File: config.mk
export PLATFORM = sky130hd
export DESIGN_NAME = h_initiator
export DESIGN_NICKNAME = d
export VERILOG_FILES = /design/src/rtl/h_initiator.sv
export SDC_FILE = /design/constraint.sdc
export NUM_CORES = 1
export LEC_CHECK = 0
export BUFFER_PORTS_ARGS = -buffer_cell sky130_fd_sc_hd__buf_2
export CAP_MARGIN = 0
export CORE_AREA = 2 2 120 122
export DETAILED_ROUTE_END_ITERATION = 16
export DIE_AREA = 0 0 122 124
export GPL_TIMING_DRIVEN = 0
export PLACE_DENSITY_LB_ADDON = 0.05
export SKIP_CTS_REPAIR_TIMING = 1
export SLEW_MARGIN = 20
export SYNTH_ARGS = -nofsm -noshare
export SYNTH_HDL_FRONTEND = slang
export SYNTH_SLANG_ARGS = --single-unit
File: constraint.sdc
create_clock -name clk -period 1.89 [get_ports clk]
set_input_delay 0.378 -clock clk [delete_from_list [all_inputs] [get_ports clk]]
set_output_delay 0.378 -clock clk [all_outputs]
set_load 0.05 [all_outputs]
File: src/rtl/h_initiator.sv
// Command initiator for the hash-table engine h: credit-limited issue of host
// requests, in-order tag matching of h responses, and a drain handshake.
package h_pkg;
  typedef logic [1:0]  opcode_t;
  typedef logic [7:0]  k_t;
  typedef logic [15:0] v_t;
  typedef logic [1:0]  status_t;
endpackage

module h_initiator #(
  parameter int MAX_INFLIGHT = 4,
  parameter int ID_W         = 4
) (
  input  logic                              clk,
  input  logic                              arst_n,
  input  logic                              req_vld,
  output logic                              req_rdy,
  input  h_pkg::opcode_t                    req_opcode,
  input  h_pkg::k_t                         req_k,
  input  h_pkg::v_t                         req_v,
  input  logic [ID_W-1:0]                   req_id,
  output logic                              cpl_vld,
  input  logic                              cpl_rdy,
  output h_pkg::status_t                    cpl_status,
  output h_pkg::v_t                         cpl_v,
  output logic [ID_W-1:0]                   cpl_id,
  output logic                              cmd_vld,
  output h_pkg::opcode_t                    cmd_opcode,
  output h_pkg::k_t                         cmd_k,
  output h_pkg::v_t                         cmd_v,
  input  logic                              rsp_vld,
  input  h_pkg::status_t                    rsp_status,
  input  h_pkg::v_t                         rsp_v,
  input  logic                              drain_req,
  output logic                              drain_done,
  output logic [$clog2(MAX_INFLIGHT+1)-1:0] o_inflight,
  output logic                              o_err
);
  // Handshakes: a transfer happens on the rising edge where valid && ready;
  // the payload must be stable while valid is high and ready is low.
  localparam int UW = $clog2(MAX_INFLIGHT + 1);
  localparam int PW = (MAX_INFLIGHT > 1) ? $clog2(MAX_INFLIGHT) : 1;
  localparam int CW = $bits(h_pkg::status_t) + $bits(h_pkg::v_t) + ID_W;
  localparam logic [UW-1:0] MAX_U = UW'(MAX_INFLIGHT);
  localparam logic [PW-1:0] LAST_P = PW'(MAX_INFLIGHT - 1);

  typedef enum logic {ST_ACTIVE, ST_DRAIN} state_e;

  state_e          state_q, state_d;
  logic [UW-1:0]   used_q, used_d;
  logic            cmd_vld_q;
  h_pkg::opcode_t  cmd_opcode_q;
  h_pkg::k_t       cmd_k_q;
  h_pkg::v_t       cmd_v_q;
  logic            err_q;
  logic [ID_W-1:0] tag_mem_q [MAX_INFLIGHT];
  logic [PW-1:0]   tag_wr_q, tag_rd_q;
  logic [UW-1:0]   tag_cnt_q;
  logic [CW-1:0]   cq_mem_q [MAX_INFLIGHT];
  logic [PW-1:0]   cq_wr_q, cq_rd_q;
  logic [UW-1:0]   cq_cnt_q;

  logic accept, pop, rsp_ok;

  function automatic logic [PW-1:0] ptr_inc(input logic [PW-1:0] p);
    return (p == LAST_P) ? '0 : p + 1'b1;
  endfunction

  always_comb begin
    state_d    = state_q;
    req_rdy    = 1'b0;
    drain_done = 1'b0;
    case (state_q)
      ST_ACTIVE: begin
        req_rdy = (used_q < MAX_U);
        if (drain_req) state_d = ST_DRAIN;
      end
      ST_DRAIN: begin
        if (used_q == '0 && !cmd_vld_q) begin
          drain_done = 1'b1;
          state_d    = ST_ACTIVE;
        end
      end
      default: state_d = ST_ACTIVE;
    endcase
  end

  assign accept = req_vld && req_rdy;
  assign pop    = cpl_vld && cpl_rdy;
  // A response only counts when a tag is waiting; otherwise it is dropped.
  assign rsp_ok = rsp_vld && (tag_cnt_q != '0);

  always_comb begin
    used_d = used_q;
    case ({accept, pop})
      2'b10:   used_d = used_q + 1'b1;
      2'b01:   used_d = used_q - 1'b1;
      default: used_d = used_q;
    endcase
  end

  always_ff @(posedge clk or negedge arst_n) begin
    if (!arst_n) begin
      state_q      <= ST_ACTIVE;
      used_q       <= '0;
      cmd_vld_q    <= 1'b0;
      cmd_opcode_q <= '0;
      cmd_k_q      <= '0;
      cmd_v_q      <= '0;
      err_q        <= 1'b0;
      tag_wr_q     <= '0;
      tag_rd_q     <= '0;
      tag_cnt_q    <= '0;
      cq_wr_q      <= '0;
      cq_rd_q      <= '0;
      cq_cnt_q     <= '0;
      for (int i = 0; i < MAX_INFLIGHT; i++) begin
        tag_mem_q[i] <= '0;
        cq_mem_q[i]  <= '0;
      end
    end else begin
      state_q   <= state_d;
      used_q    <= used_d;
      cmd_vld_q <= accept;
      if (accept) begin
        cmd_opcode_q        <= req_opcode;
        cmd_k_q             <= req_k;
        cmd_v_q             <= req_v;
        tag_mem_q[tag_wr_q] <= req_id;
        tag_wr_q            <= ptr_inc(tag_wr_q);
      end
      if (rsp_vld && !rsp_ok) err_q <= 1'b1;
      if (rsp_ok) begin
        tag_rd_q          <= ptr_inc(tag_rd_q);
        cq_mem_q[cq_wr_q] <= {rsp_status, rsp_v, tag_mem_q[tag_rd_q]};
        cq_wr_q           <= ptr_inc(cq_wr_q);
      end
      if (pop) cq_rd_q <= ptr_inc(cq_rd_q);
      if (accept && !rsp_ok) tag_cnt_q <= tag_cnt_q + 1'b1;
      else if (!accept && rsp_ok) tag_cnt_q <= tag_cnt_q - 1'b1;
      if (rsp_ok && !pop) cq_cnt_q <= cq_cnt_q + 1'b1;
      else if (!rsp_ok && pop) cq_cnt_q <= cq_cnt_q - 1'b1;
    end
  end

  assign cmd_vld    = cmd_vld_q;
  assign cmd_opcode = cmd_opcode_q;
  assign cmd_k      = cmd_k_q;
  assign cmd_v      = cmd_v_q;
  assign cpl_vld    = (cq_cnt_q != '0);
  assign {cpl_status, cpl_v, cpl_id} = cq_mem_q[cq_rd_q];
  assign o_inflight = used_q;
  assign o_err      = err_q;

  // Credit is held until pop, so neither FIFO can ever be pushed while full.
  cq_overflow_a: assert property (@(posedge clk) disable iff (!arst_n)
    !(rsp_ok && !pop && cq_cnt_q == MAX_U));
  tag_overflow_a: assert property (@(posedge clk) disable iff (!arst_n)
    !(accept && !rsp_ok && tag_cnt_q == MAX_U));
endmodule

# Word level (Yosys, flattened, before mapping)
# Index checks and enable logic that the tools add are counted.
word_totals:
  word_cells: 97
  inputBits: 54
  regBits: 150
  output_inout_bits: 56
op_classes:
  n_mux: 27
  addsub: 10
  bitwise_logic: 5
  order_cmp: 7
  n_eq_ne: 6
  reduce_logical: 21
op_table:
  columns: ["cell", "count"]
  rows:
  - ["$bwmux 88", 1]
  - ["$mux 22", 3]
  - ["$bmux 22 s2", 1]
  - ["$demux 22 s2", 1]
  - ["$bwmux 16", 1]
  - ["$ge 3x3->1 const B", 4]
  - ["$mux 3", 4]
  - ["$mux 4", 3]
  - ["$not 2->3", 4]
  - ["$logic_and 1x1->1", 11]
  - ["$eq 2x2->1 const B", 5]
  - ["$add 3x1->3 const B", 3]
  - ["$sub 3x1->3 const B", 3]
  - ["$add 2x1->2 const B", 4]
  - ["$bmux 4 s2", 1]
  - ["$demux 4 s2", 1]
  - ["$mux 2", 4]
  - ["$lt 3x1->1 const B", 2]
  - ["$pmux 3 s2", 1]
  - ["$reduce_bool 2->1", 3]
  - ["$reduce_bool 3->1", 2]
  - ["$mux 1", 5]
  - ["$logic_not 1->1", 4]
  - ["$logic_not 3->1", 1]
  - ["other kinds (4)", 4]

# Longest topological paths before layout
depth:
  depth_word: 7
  depth_mapped: 9
  depth_no_buf: 9

# Least setup slack after synthesis
# OpenSTA, ideal clock, no wires.
synth_timing:
  path_type: "register to output"
  startpoint: "reg used_q[2] (netlist: o_inflight[2])"
  endpoint: "out drain_done"
  arrival_time_ns: 2.352
  stages_incl_launch_ff: 3
  path_buffers: 0
  slack_ns: -0.840
  required_time_ns: 1.512
  path_cell_list: "dfrtp_1 -> nand2b_1 -> nor4_1"
synth_between:
  elab_chain_cells: 4
synth_lines:
  columns: ["element", "line_no", "source"]
  rows:
  - ["start: declaration", "50", "logic [UW-1:0] used_q, used_d;"]
  - ["start signal: assignment", "123", "used_q <= used_d;"]
  - ["$logic_not 3->1", "79", "if (used_q == '0 && !cmd_vld_q) begin"]
  - ["$logic_and 1x1->1", "79", null]
  - ["$mux 1", "79", null]
  - ["$mux 1", "73", "case (state_q)"]
  - ["end: declaration", "35", "output logic drain_done,"]
# Every way passes these cells.

# Worst setup path in the final report
layout_timing:
  startpoint: "reg cq_rd_q[0]"
  endpoint: "out cpl_v[3]"
layout_between:
  elab_chain_cells: 4
layout_lines:
  columns: ["element", "line_no", "source"]
  rows:
  - ["start: declaration", "60", "logic [PW-1:0] cq_wr_q, cq_rd_q;"]
  - ["start signal: assignment", "138", "if (pop) cq_rd_q <= ptr_inc(cq_rd_q);"]
  - ["$not 2->3 (not written as such)", "151", "assign {cpl_status, cpl_v, cpl_id} = cq_mem_q[cq_rd_q];"]
  - ["$bmux 22 s2", "151", null]
  - ["$mux 22 (not written as such) (2 in series)", "151", null]
  - ["end: declaration", "25", "output h_pkg::v_t cpl_v,"]
# Every way passes these cells. The select of a mux whose other input is x is not followed.

==> metrics.md <==
| Metric | Value |
|---|---|
| Post-route setup slack | -273 ps |
| Met3 WL post-DR | ~600 um |
| Root buffer cell | clkbuf_16 |
| Worst-margin pin slew | 493 ps |
| Register cell area after layout | 0.00376 sq mm |
| Failing checks | negative setup slack |
| Rows | 43 |
| Inst Count DP | around 690 |
| Worst R2R End | cq_cnt_q[2] |
| DR vias/cell | 5.08 |
| Reg2reg setup slack | 0 ps |
| Multi-input gate area | 0.00302 sq mm |
| Die ar. | 0.0151 sq mm |
| Total wire length | 12600 um |
| Ys Warns | 0 |
| Final Core Density | between 60% and 70% |
| DRC Markers | 0 |
| Most frequent cells in the layout | dfrtp_1 (146), buf_2 (88), mux2_4 (80) |
| Final period util | 114% |
| Buffer depth of the longest clock path | 2 |
| Hpwl dp | 8430 um |
| Grt total ovfl | 0 |
| Layout cells sized above 1 | 64.1% |
| Cells after synthesis | 403 |
| Synth cell types | 26 |
| RD Place Congestion | 0.702 |
| Final Cell Area | 0.00883 sq mm |
| First-pass GRT wire length | 20800 um |
| Syn-to-layout area delta | 27.2% |
| Met2 wire length | approximately 6000 um |
| Reg2reg start | cq_cnt_q[1] |
| Filler cell count | 1022 |
| Starting Density | about half |
| RSZ-0062 raised after global routing | yes |
| Worst hold path type | in2reg |
| Total track usage | 18.2% |
| CP arrival | between 1500 and 2000 ps |
| I/O pins | 110 |
| CP required | 1510 ps |
| Crit-path max FO | 10 |
| Clock-pin slew on the worst setup and hold paths | 60 ps |
| Slew margin rel. | 67.2% |
| Hold endpoint | state_q |
| Syn Area/Cell | 17.2 sq um |
| Top cell type's share of synthesized area | 54.1% |
| Post-Layout Cell Count | 749 |
| Via Count | between 3k and 4k |
| Initial antenna violation count | 1 |
| Crit. End Element | primary output |
| Largest net degree at the start of global routing | 100 |
| Highest clock rate | approximately 460 MHz |
| H-tree depth | 4 |
| Worst reg-to-reg path cell count | 8 |
| Mapped cell area | a little under 0.007 sq mm |
| Fin. max-slew vios | 0 |
| Commonest non-fill, non-tap cell in the layout | dfrtp_1 |
| Die height | 124 um |
| Skew final | 5.57 ps |
| Startpoint types | flip-flop |
| Drt wl/cell | 16.9 um |
| DR iter-0 viols | about 120 |
| Status | finished with violations |
| Uppermost layer routed | met4 |
| Area of placed instances | 0.00782 sq mm |
| MaxCap Viol Count | 0 |
| Synth Register Bits | 150 |
| Syn nets | 473 |
| CTS tree | built |
| Worst Hold Launch | drain_req |
| TritonCTS Sinks | 150 |
| Final #Nets | 626 |
| Core ar. | between 0.01 and 0.015 sq mm |
| Tmin final | ~2200 ps |
| Port-buffer cells | around 110 |
| Ranking of synthesized cells by area | dfrtp_1 (54%), mux2_4 (17%), mux2_2 (8.8%) |
| Worst slack, placed | -298 ps |
| Final Hold Fails | 0 |
| Sequential area share after synthesis | 54.1% |
| CTS Buf Count | 17 |
| Crit Path Category | reg2out |
| Vias in the first global route | around 4.1k |
| Synth area leader | dfrtp_1 |
| ANT cells | 0 |
| Met1 Wirelength | 5700 um |
| Initial DRT Pass Iterations | 4 |
| Worst skew pair latency | approximately 410 ps |
| Overall die width | 122 um |
| DRT antenna net count | 0 |
| Hold Path Stages | 3 |
| Final Setup Violations | 23 |
cells by family (layout without fill, tap and decap cells):
logic type	after synthesis	in the layout	share of synthesized area (%)
XOR/XNOR	9	9	1.14
adder cells (fa/ha/maj)	16	16	3.21
AO/OA/AOI/OAI	8	8	0.901
AND/OR/NAND/NOR	31	31	2.52
flip-flops	150	150	54.1
multiplexers	160	160	34.5
buffers and inverters	29	195	3.64
cell usage after synthesis, drive strengths merged:
library cell	n
dfrtp	150
mux2	134
mux4	26
nand2	16
buf	15
ha	13
inv	12
nor2	8
xor2	6
o21ai	5
fa	3
xnor2	3
a21o	2
clkbuf	2
nor3	2
or3	2
nand2b	1
nor3b	1
nor4	1
o31ai	1
registers in the layout, summed over array words and instances, names as in the netlist:
name	cells
cq_mem_q	88
cmd_v	16
tag_mem_q	16
cmd_k	8
cq_cnt_q	3
o_inflight	3
tag_cnt_q	3
cmd_opcode	2
cq_rd_q	2
cq_wr_q	2
tag_rd_q	2
tag_wr_q	2
cmd_vld	1
o_err	1
state_q	1
worst max-delay path by stage:
stage                  startpoint            end  slack (ps)  cells past startpoint
finish                 cq_rd_q[0]       cpl_v[3]        -270                      4
global route           cq_rd_q[0]      cpl_v[15]        -340                      4
CTS                    cq_rd_q[0]       cpl_v[3]        -730                      4
detailed placement  o_inflight[2]   tag_cnt_q[2]        -300                      8
global placement           arst_n  o_inflight[2]       -1970                      1
floorplan           o_inflight[2]   tag_cnt_q[2]        -150                      8
area by class of cell:
cell class                 count  area share [%]
inverter                      12           0.680
multi-input combinational    224            34.2
sequential                   150            42.6
clock buffer                  24            5.46
timing repair buffer         134            10.3
clock inverter                 8            1.37
buffer                        17            2.86
tap                          180            2.55
worst max-delay path, stage by stage, from the launching register on:
cell and delay (ps):
dfrtp_1 360, buf_6 140, buf_12 150, mux4_2 540, buf_6 180
stage by stage:
stage,hold slack (ps),TNS (ps)
final,186,-5170
after global routing,168,-7040
after CTS,-135,-15510
after detailed placement,311,-6130
after global placement,438,-258030
after floorplan,82.4,-613
per-layer routing:
metal  GRT usage [%]  vias to the layer above
met1            23.6                     1952
met2            29.4                       86
met5               0                        -
met4            5.60                        0
li1                -                     1755
met3            5.82                       11
Power is left out: the tool's default activity adds up to more than one toggle a clock period on the data nets, which glitch-free logic cannot reach.
